==> config.mk <==
export PLATFORM = sky130hd
export DESIGN_NAME = miner_core_sequencer
export DESIGN_NICKNAME = d
export VERILOG_FILES = /design/src/rtl/miner_core_sequencer.sv
export SDC_FILE = /design/constraint.sdc
export NUM_CORES = 1
export LEC_CHECK = 0
export ABC_AREA = 0
export CORE_MARGIN = 8
export CORE_UTILIZATION = 45
export DETAILED_ROUTE_END_ITERATION = 12
export DONT_BUFFER_PORTS = 1
export MAX_ROUTING_LAYER = met4
export PLACE_DENSITY = 0.67
export SETUP_SLACK_MARGIN = 0.5
export SYNTH_ARGS = -nofsm -noshare
export SYNTH_HDL_FRONTEND = slang
export SYNTH_SLANG_ARGS = --single-unit
==> constraint.sdc <==
create_clock -name clk -period 3.1 [get_ports clk]
set_input_delay 0 -clock clk [delete_from_list [all_inputs] [get_ports clk]]
set_output_delay 0 -clock clk [all_outputs]
set_load 0.01 [all_outputs]
==> src/rtl/miner_core_sequencer.sv <==
// Round sequencer for one miner core: walks a nonce range, runs ROUNDS timer-paced rounds per nonce.
// Optional feature macro: MINER_ABORT_EN adds an abort input that ends a job early with found=0.
module miner_core_sequencer #(
  parameter int ROUNDS  = 64,
  parameter int CNT_W   = 7,
  parameter int NONCE_W = 32
) (
  input  logic               clk,
  input  logic               rst,
  input  logic               start,
  input  logic [NONCE_W-1:0] nonce_first,
  input  logic [NONCE_W-1:0] nonce_last,
  input  logic               hash_hit,
  input  logic [CNT_W-1:0]   count,
  input  logic               rollover_flag,
`ifdef MINER_ABORT_EN
  input  logic               abort,
`endif
  output logic               enable_timer,
  output logic [CNT_W-1:0]   rollover_val,
  output logic               load_msg,
  output logic [CNT_W-1:0]   round_idx,
  output logic [NONCE_W-1:0] nonce,
  output logic               busy,
  output logic               done,
  output logic               found,
  output logic [NONCE_W-1:0] found_nonce,
  output logic [2:0]         state_dbg
);

  // Handshake: start is a request sampled only while busy=0 (IDLE); the job ends with a
  // one-cycle done pulse and busy falls in the following cycle, when a new start is taken.
  typedef enum logic [2:0] {
    IDLE  = 3'd0,
    LOAD  = 3'd1,
    ROUND = 3'd2,
    CHECK = 3'd3,
    DONE  = 3'd4
  } state_t;

  state_t             state;
  logic [NONCE_W-1:0] nonce_last_q;
  logic               roll_q;
  logic               roll_rise;
  logic               round_end;

  assign rollover_val = CNT_W'(ROUNDS);
  assign round_idx    = count;
  assign state_dbg    = state;

  // The timer parks with its flag high; only a fresh rising edge ends a round set.
  assign roll_rise = rollover_flag && !roll_q;
`ifdef MINER_ABORT_EN
  assign round_end = roll_rise && (count == CNT_W'(ROUNDS));
`else
  assign round_end = roll_rise;
`endif

  always_ff @(posedge clk or posedge rst) begin
    if (rst) begin
      state        <= IDLE;
      enable_timer <= 1'b0;
      load_msg     <= 1'b0;
      done         <= 1'b0;
      found        <= 1'b0;
      busy         <= 1'b0;
      nonce        <= '0;
      found_nonce  <= '0;
      nonce_last_q <= '0;
      roll_q       <= 1'b0;
    end else begin
      roll_q   <= rollover_flag;
      load_msg <= 1'b0;
      done     <= 1'b0;
      case (state)
        IDLE: begin
          if (start) begin
            nonce        <= nonce_first;
            nonce_last_q <= nonce_last;
            found        <= 1'b0;
            found_nonce  <= '0;
            load_msg     <= 1'b1;
            busy         <= 1'b1;
            state        <= LOAD;
          end
        end
        LOAD: begin
          enable_timer <= 1'b1;
          state        <= ROUND;
        end
        ROUND: begin
          if (round_end) begin
            enable_timer <= 1'b0;
            state        <= CHECK;
          end
        end
        CHECK: begin
          if (hash_hit) begin
            found_nonce <= nonce;
            found       <= 1'b1;
            done        <= 1'b1;
            state       <= DONE;
          end else if (nonce == nonce_last_q) begin
            done  <= 1'b1;
            state <= DONE;
          end else begin
            nonce    <= nonce + NONCE_W'(1);
            load_msg <= 1'b1;
            state    <= LOAD;
          end
        end
        DONE: begin
          busy  <= 1'b0;
          state <= IDLE;
        end
        default: begin
          enable_timer <= 1'b0;
          busy         <= 1'b0;
          state        <= IDLE;
        end
      endcase
`ifdef MINER_ABORT_EN
      // Abort wins over everything in flight, including a hit in CHECK.
      if (abort && (state == LOAD || state == ROUND || state == CHECK)) begin
        enable_timer <= 1'b0;
        load_msg     <= 1'b0;
        found        <= 1'b0;
        found_nonce  <= found_nonce;
        nonce        <= nonce;
        done         <= 1'b1;
        state        <= DONE;
      end
`endif
    end
  end

endmodule

==> metrics.csv, run 1 <==
metric,value,unit
cp_max_fo,8,
die_area,0.0160,mm²
dp_cells,750,
coreArea,0.0120,mm²
rrSetupSlack,0.65,ns
grt_pass1_vias,4865,
drtIter0Drc,541,
relSlewSlack,24.8,%
grt_overflow,0,
p_per_area,997,mW/mm²
cts_setup_buffers,0,
async_reset_ff_share,100,%
start_kind,flip-flop,
grt_pass1_wl,27300,µm
min_period,2.45,ns
hold_viol_final,0,
switchingPower,2910,µW
min-delay-start,count[1],
internal_power,3590,µW
crit_chain,"ha_1, nand3_1, or3_1, nor3_1, nand2_1, o32ai_1, nor2_1",
hold_end,round_idx[1],
clk-insertion-delay-late,0.35,ns
setup_viol,0,
io_buffer_count,0,
ys_types,59,
tns,0,ns
p_leak,0.00300,µW
tightest_slew,1.13,ns
initial_core_util,46.1,%
pin_count,162,
peakVddDrop,0.000314,V
crit_required,3.33,ns
h-tree-depth,3,
combPwrFrac,35.1,%
post_dp_cell_area,0.00557,mm²
totalWireLength,17600,µm
seq_power_share,46.5,%
clk_pin_slew_worst_paths,0.07,ns
arrival,2.68,ns
yosys_warnings,0,
synthToLayoutAreaGrowth,18.4,%
synth_ff_type,dfrtp_1,
rr_worst_depth,7,
max-cap-violations,0,
final_cells,831,
gp_congestion,0.956,
drtPass1Iterations,7,
std_cell_rows,40,
holdPathStages,0,
grt_use_total,22.3,%
cts_buffers,9,
cts_tree,yes,
vias_per_cell,5.87,
finalCritPeriodShare,79.1,%
clock_sinks,105,
dp_hpwl,12700,µm
grt_setup_unrepaired,true,
fin_area,0.00652,mm²
p_total,6500,µW
end_kind,flip-flop,
synth-seq-cells,105,
ctsRootBufferMaster,clkbuf_16,
clock_power_share,18.3,%
critPathKind,reg -> reg,
r2r_end,nonce[28],
switching_share,44.8,%
reg2reg_from,nonce[1],
dieHeight,127,µm
hp-class,in -> out,
drc,0,
post_drt_wl_per_cell,21.2,µm
finClkSkew,0.00497,ns
syn_avg_cell_area,8.61,µm²
status,finished clean,
clockBufferDepth,2,
antenna_found_initial,1,
drive_above_1_share,7.03,%
fmax,408,MHz
syn_area,0.00551,mm²
dpl_worst_slack,0.594,ns
fill_cells,1104,
cp_slowest_stage_delay,0.50,ns
syn_inst,640,
drv_slew,0,
ys_seq_area_share,47.7,%
die_width,127,µm
grt_max_degree,81,
slowest_stage,or3_1,
nets,755,
dr_total_vias,4881,
fin_ws,0.649,ns
drtAntennaViolNets,0,
synth_edf_count,0,
## stage by stage
stage               hold slack (ns)  utilization, %
floorplan                    0.0314               -
global placement          0.0000686            46.5
detailed placement        0.0000686            46.5
CTS                       0.0000686            54.5
global route              0.0000206            54.5
finish                   0.00000384            54.5
## what timing repair did
action,CTS,global route
setup endpoints to repair,0,6
hold buffers,64,0
endpoints found under the hold margin,113,0
gates resized for setup,0,3
## critical path: cells and delay by family, from the launching register on
kind                     cells  cell delay (ns)
AO/OA/AOI/OAI                1             0.34
adder cells (fa/ha/maj)      1             0.26
flip-flops                   1             0.49
AND/OR/NAND/NOR              5             1.24
## per-layer routing
metal	wire [µm]	track usage (%)	vias to the layer above
li1	-	-	2256
met1	7750	28.8	2340
met2	7930	33.0	247
met3	1390	5.07	38
met4	551	9.27	0
met5	0	-	-
## kinds of logic (layout without fill, tap and decap cells)
kind of cell    count (synthesis)  in the layout  share of synthesized area (%)
xor+xnor                       33             33                           5.25
flops                         105            105                           47.7
mux                             6              6                           1.09
simple gates                  319            319                           26.3
fa+ha+maj                       1              1                          0.227
other cells                     2              8                          0.136
buf+inv                        76            114                           6.65
compound gates                 98             98                           12.7
## cell usage after synthesis, types with 2 or more instances
| master | count | share of area (%) |
|---|---|---|
| nor3_4 | 2 | 0.59 |
| a2bb2oi_1 | 3 | 0.48 |
| mux2i_1 | 6 | 1.1 |
| inv_1 | 15 | 1.0 |
| o31a_1 | 4 | 0.64 |
| o21ai_0 | 23 | 2.1 |
| nand4_1 | 7 | 0.79 |
| o211ai_1 | 2 | 0.27 |
| nand3_1 | 46 | 4.2 |
| and4_1 | 4 | 0.64 |
| clkbuf_1 | 24 | 1.6 |
| nor2_1 | 34 | 2.3 |
| a211o_1 | 6 | 0.95 |
| a31oi_1 | 4 | 0.45 |
| nor3_1 | 14 | 1.3 |
| a22oi_1 | 2 | 0.27 |
| o311ai_0 | 4 | 0.64 |
| and2_1 | 4 | 0.45 |
| dfrtp_1 | 105 | 48 |
| nor4_1 | 12 | 1.4 |
| xor2_1 | 32 | 5.1 |
| a32o_1 | 3 | 0.55 |
| buf_2 | 14 | 1.3 |
| o31ai_1 | 2 | 0.27 |
| a211oi_1 | 5 | 0.68 |
| o221ai_1 | 4 | 0.64 |
| buf_4 | 17 | 2.3 |
| o32ai_1 | 4 | 0.64 |
| nand2_1 | 176 | 12 |
| or4_1 | 2 | 0.27 |
| conb_1 | 2 | 0.14 |
| or3_1 | 5 | 0.57 |
| nand2b_1 | 4 | 0.45 |
| buf_1 | 5 | 0.34 |
| nand4_2 | 2 | 0.45 |
| a21oi_1 | 17 | 1.5 |
| and3_1 | 3 | 0.34 |
## power by group through the flow
stage	combinational [µW]	sequential, µW	clock [µW]
after global routing	2540	3110	1250
final	2280	3030	1190
after global placement	2150	2990	0
after CTS	2280	3010	1210
after detailed placement	2190	3040	0
after floorplan	1830	2610	0
## registers in the layout, indices dropped and copies added, names as in the netlist
| name | flops |
|---|---|
| nonce_last_q | 32 |
| enable_timer | 1 |
| nonce | 32 |
| state_dbg | 3 |
| done | 1 |
| found | 1 |
| load_msg | 1 |
| roll_q | 1 |
| found_nonce | 32 |
| busy | 1 |
## cells in the final DEF, fill, tap and decap left out, drive strengths merged, types with 6 or more instances in the layout
master       netlist  final
a211o              6      6
clkbuf            24     14
inv               16     15
nor3              16     16
nand4              9      9
xor2              32     32
a211oi             6      6
dlygate4sd3        0     64
mux2i              6      6
conb               2      7
buf               36     18
nand3             46     46
nor2              34     34
dfrtp            105    105
a21oi             17     17
nor4              12     12
nand2            176    176
o21ai             24     24
## how the worst max path moves through the flow
| stage | from | to | slack [ns] | depth (start not counted) |
|---|---|---|---|---|
| 5_1_grt | nonce[1] | nonce[28] | 0.50 | 7 |
| 3_5_place_dp | nonce[0] | nonce[28] | 0.59 | 7 |
| 2_1_floorplan | nonce[0] | nonce[28] | 0.92 | 8 |
| 6_report | nonce[1] | nonce[28] | 0.65 | 7 |
| 4_1_cts | nonce[0] | nonce[28] | 0.57 | 7 |
| 3_3_place_gp | nonce[0] | nonce[28] | 0.70 | 7 |
## cell type report
class / instances / area, µm² / share of cell area [%]
diodes: 1 / 2.50 / 0.0384
clock buffers: 14 / 274 / 4.20
clock inverters: 2 / 35.0 / 0.537
inverters: 16 / 63.8 / 0.978
multi-input cells: 464 / 2540 / 39.0
flip-flops and latches: 105 / 2630 / 40.3
well taps: 147 / 184 / 2.82
repair buffers: 82 / 788 / 12.1
No activity file was read; power rests on OpenSTA's default activity.
==> run 2: changes to the inputs <==
Settings changed: ABC_AREA 0 to 1, PLACE_DENSITY 0.67 to 0.69.
Clock period 3.1 ns to 2 ns, I/O delays scaled along.
==> run 2 against run 1 <==
  * Worst setup slack got worse by 0.44 ns
  * Largest cell class is now multi-input combinational cells
  * Die area rose by 7.8%
  * Sequential share of layout area fell by 9.1 points
  * Largest power group is now combinational cells
  * Routed wire length rose by 31%
  * Worst hold slack barely moved
  * Utilization rose by 10 points
  * Global-route usage rose by 1.2 points
  * Total power rose by 100%
==> metrics.csv, run 2 <==
metric,value,unit
status,finished clean,
critPathTopFamily,simple AND/OR/NAND/NOR gates,
relSlewSlack,48.3,%
ys_seq_area_share,43.8,%
hp-class,in -> out,
crit_buf_inv,2,
synth_compound_area_share,5.42,%
die_area,0.0173,mm²
synth_common_cells,"nand2_1 (319), dfrtp_1 (105), nand3_1 (94)",
p_total,13100,µW
timing.hold.ws,0.00000391,ns
crit_top_cell,nand2_1,
initial_core_util,45.7,%
coreArea,0.0131,mm²
clk-insertion-delay-late,0.36,ns
p_leak,0.00411,µW
crit_chain,"xnor2_1, nand2_1, nor2_1, nand2_1, nor2_2, buf_4, nand3_2, buf_6, nand4_1, nand2_1",
finClkSkew,0.0114,ns
drtAntennaViolNets,0,
start_kind,flip-flop,
post_drt_wl_per_cell,20.3,µm
final_util,64.7,%
cp_slowest_stage_delay,0.48,ns
hold_viol_final,0,
diodes,0,
async_reset_ff_share,100,%
tns,0,ns
crit_required,2.25,ns
dr_total_vias,6394,
end_kind,flip-flop,
clk_pin_slew_worst_paths,0.07,ns
switchingPower,5970,µW
drtIter0Drc,698,
synthTopCellsByArea,"dfrtp_1 (44%), nand2_1 (20%), nand3_1 (7.8%)",
synth_ff_type,dfrtp_1,
synthToLayoutAreaGrowth,41.6,%
final_cells,1138,
grt_max_degree,54,
h-tree-depth,3,
io_buffer_count,0,
switching_share,45.8,%
vias_per_cell,5.62,
p_per_area,1540,mW/mm²
synthXorXnorAreaFrac,3.65,%
holdPathStages,0,
grt_overflow,0,
nets,1034,
hold_end,round_idx[4],
arrival,2.03,ns
muxShareOfSynthArea,0,%
rr_worst_depth,10,
slowest_stage,dfrtp_2,
std_cell_rows,42,
syn_area,0.00600,mm²
cp_max_fo,12,
yosys.cell_count.top_type,nand2_1,
synth_top_family_by_area,simple AND/OR/NAND/NOR gates,
synth-simple-area-share,37.3,%
critPathKind,reg -> reg,
ctsRootBufferMaster,clkbuf_16,
grt_setup_unrepaired,true,
dp_cells,1003,
totalWireLength,23100,µm
rrSetupSlack,0.21,ns
layout_common_cells,"nand2_1 (297), dfrtp_1 (84), nand3_1 (79)",
clock_sinks,105,
r2r_end,nonce[2],
drtPass1Iterations,5,
internal_power,7080,µW
grt_pass1_wl,31600,µm
dp_hpwl,13900,µm
finalCritPeriodShare,89.4,%
tightest_slew,0.775,ns
fmax,559,MHz
synth_adder_area_share,0.208,%
combPwrFrac,51.9,%
ys_types,30,
clockBufferDepth,2,
peakVddDrop,0.000616,V
yosys_warnings,0,
top_regs,"found_nonce (32), nonce (32), nonce_last_q (32)",
dieHeight,132,µm
synth_edf_count,0,
drv_slew,0,
drc,0,
syn_inst,829,
min_period,1.79,ns
yosysTopAreaCell,dfrtp_1,
max-cap-violations,0,
drive_above_1_share,24.4,%
fill_cells,1066,
cts_buffers,9,
antenna_found_initial,0,
final_common_cell,nand2_1,
die_width,132,µm
gp_congestion,0.989,
pin_count,162,
netlist.area_leader.share,43.8,%
multi_input_area,0.00322,mm²
regArea,0.00265,mm²
grt_use_total,23.4,%
grt_pass1_vias,5803,
synth-seq-cells,105,
min-delay-start,count[4],
cts_tree,yes,
seq_power_share,34.0,%
clock_power_share,14.0,%
syn_avg_cell_area,7.24,µm²
reg2reg_from,nonce[12],
setup_viol,0,
==> run 2: cell types whose count changed in the layout (fill, tap and decap cells not counted), sizes merged, moves of 22 or more <==
cell,change
o21ai,+31
nand2,+151
xor2,-30
buf,+70
nand3,+60
xnor2,+22
inv,+46
==> run 2: metrics by stage <==
| stage | worst slack [ns] | instance area [µm²] |
|---|---|---|
| final | 0.212 | 8500 |
| after global routing | 0.142 | 8500 |
| after CTS | 0.270 | 7770 |
| after detailed placement | 0.159 | 6430 |
| after global placement | 0.173 | 6430 |
| after floorplan | 0.446 | 6130 |
==> run 2: cell type report <==
class | instances | area share, %
Multi-Input combinational cell | 613 | 37.8
Sequential cell | 105 | 31.2
Timing Repair Buffer | 166 | 22.0
Clock buffer | 12 | 2.90
Inverter | 62 | 2.87
Tap cell | 176 | 2.59
Clock inverter | 4 | 0.618
==> run 2: layer usage <==
| layer | global-route usage, % | routed length, µm | vias to the layer above |
|---|---|---|---|
| li1 | - | - | 2880 |
| met1 | 29.9 | 9190 | 3034 |
| met2 | 35.3 | 10500 | 403 |
| met3 | 5.45 | 2510 | 77 |
| met4 | 9.19 | 929 | 0 |
| met5 | - | 0 | - |
==> run 2: worst max-delay path by stage <==
stage / start / to / slack (ns) / cells after the start
3_5_place_dp: nonce[7] / nonce[28] / 0.16 / 12
5_1_grt: nonce[0] / nonce[23] / 0.14 / 13
4_1_cts: nonce_last_q[2] / nonce[30] / 0.27 / 11
3_3_place_gp: nonce[7] / nonce[28] / 0.17 / 12
2_1_floorplan: nonce[19] / nonce[0] / 0.45 / 12
6_report: nonce[12] / nonce[2] / 0.21 / 10
==> run 2: logic make-up after synthesis <==
| logic type | Yosys count |
|---|---|
| AND/OR/NAND/NOR | 515 |
| buffers and inverters | 118 |
| flip-flops | 105 |
| AO/OA/AOI/OAI | 63 |
| XOR/XNOR | 25 |
| other | 2 |
| adder cells (fa/ha/maj) | 1 |
==> run 2: power groups by stage <==
stage / clock (µW) / combinational [µW] / sequential [µW]
2_1_floorplan: 0 / 3400 / 4270
3_3_place_gp: 0 / 4860 / 4420
3_5_place_dp: 0 / 4920 / 4430
4_1_cts: 1840 / 5550 / 4370
5_1_grt: 1910 / 7340 / 4550
6_report: 1830 / 6780 / 4440
==> run 2: timing repair <==
action | 4_1_cts | 5_1_grt
hold endpoints to repair | 101 | 0
buffers inserted | 20 | 12
hold buffers | 68 | 0
resized for setup | 57 | 92
cloned | 1 | 18
setup endpoints to repair | 69 | 88
pin swaps | 12 | 23
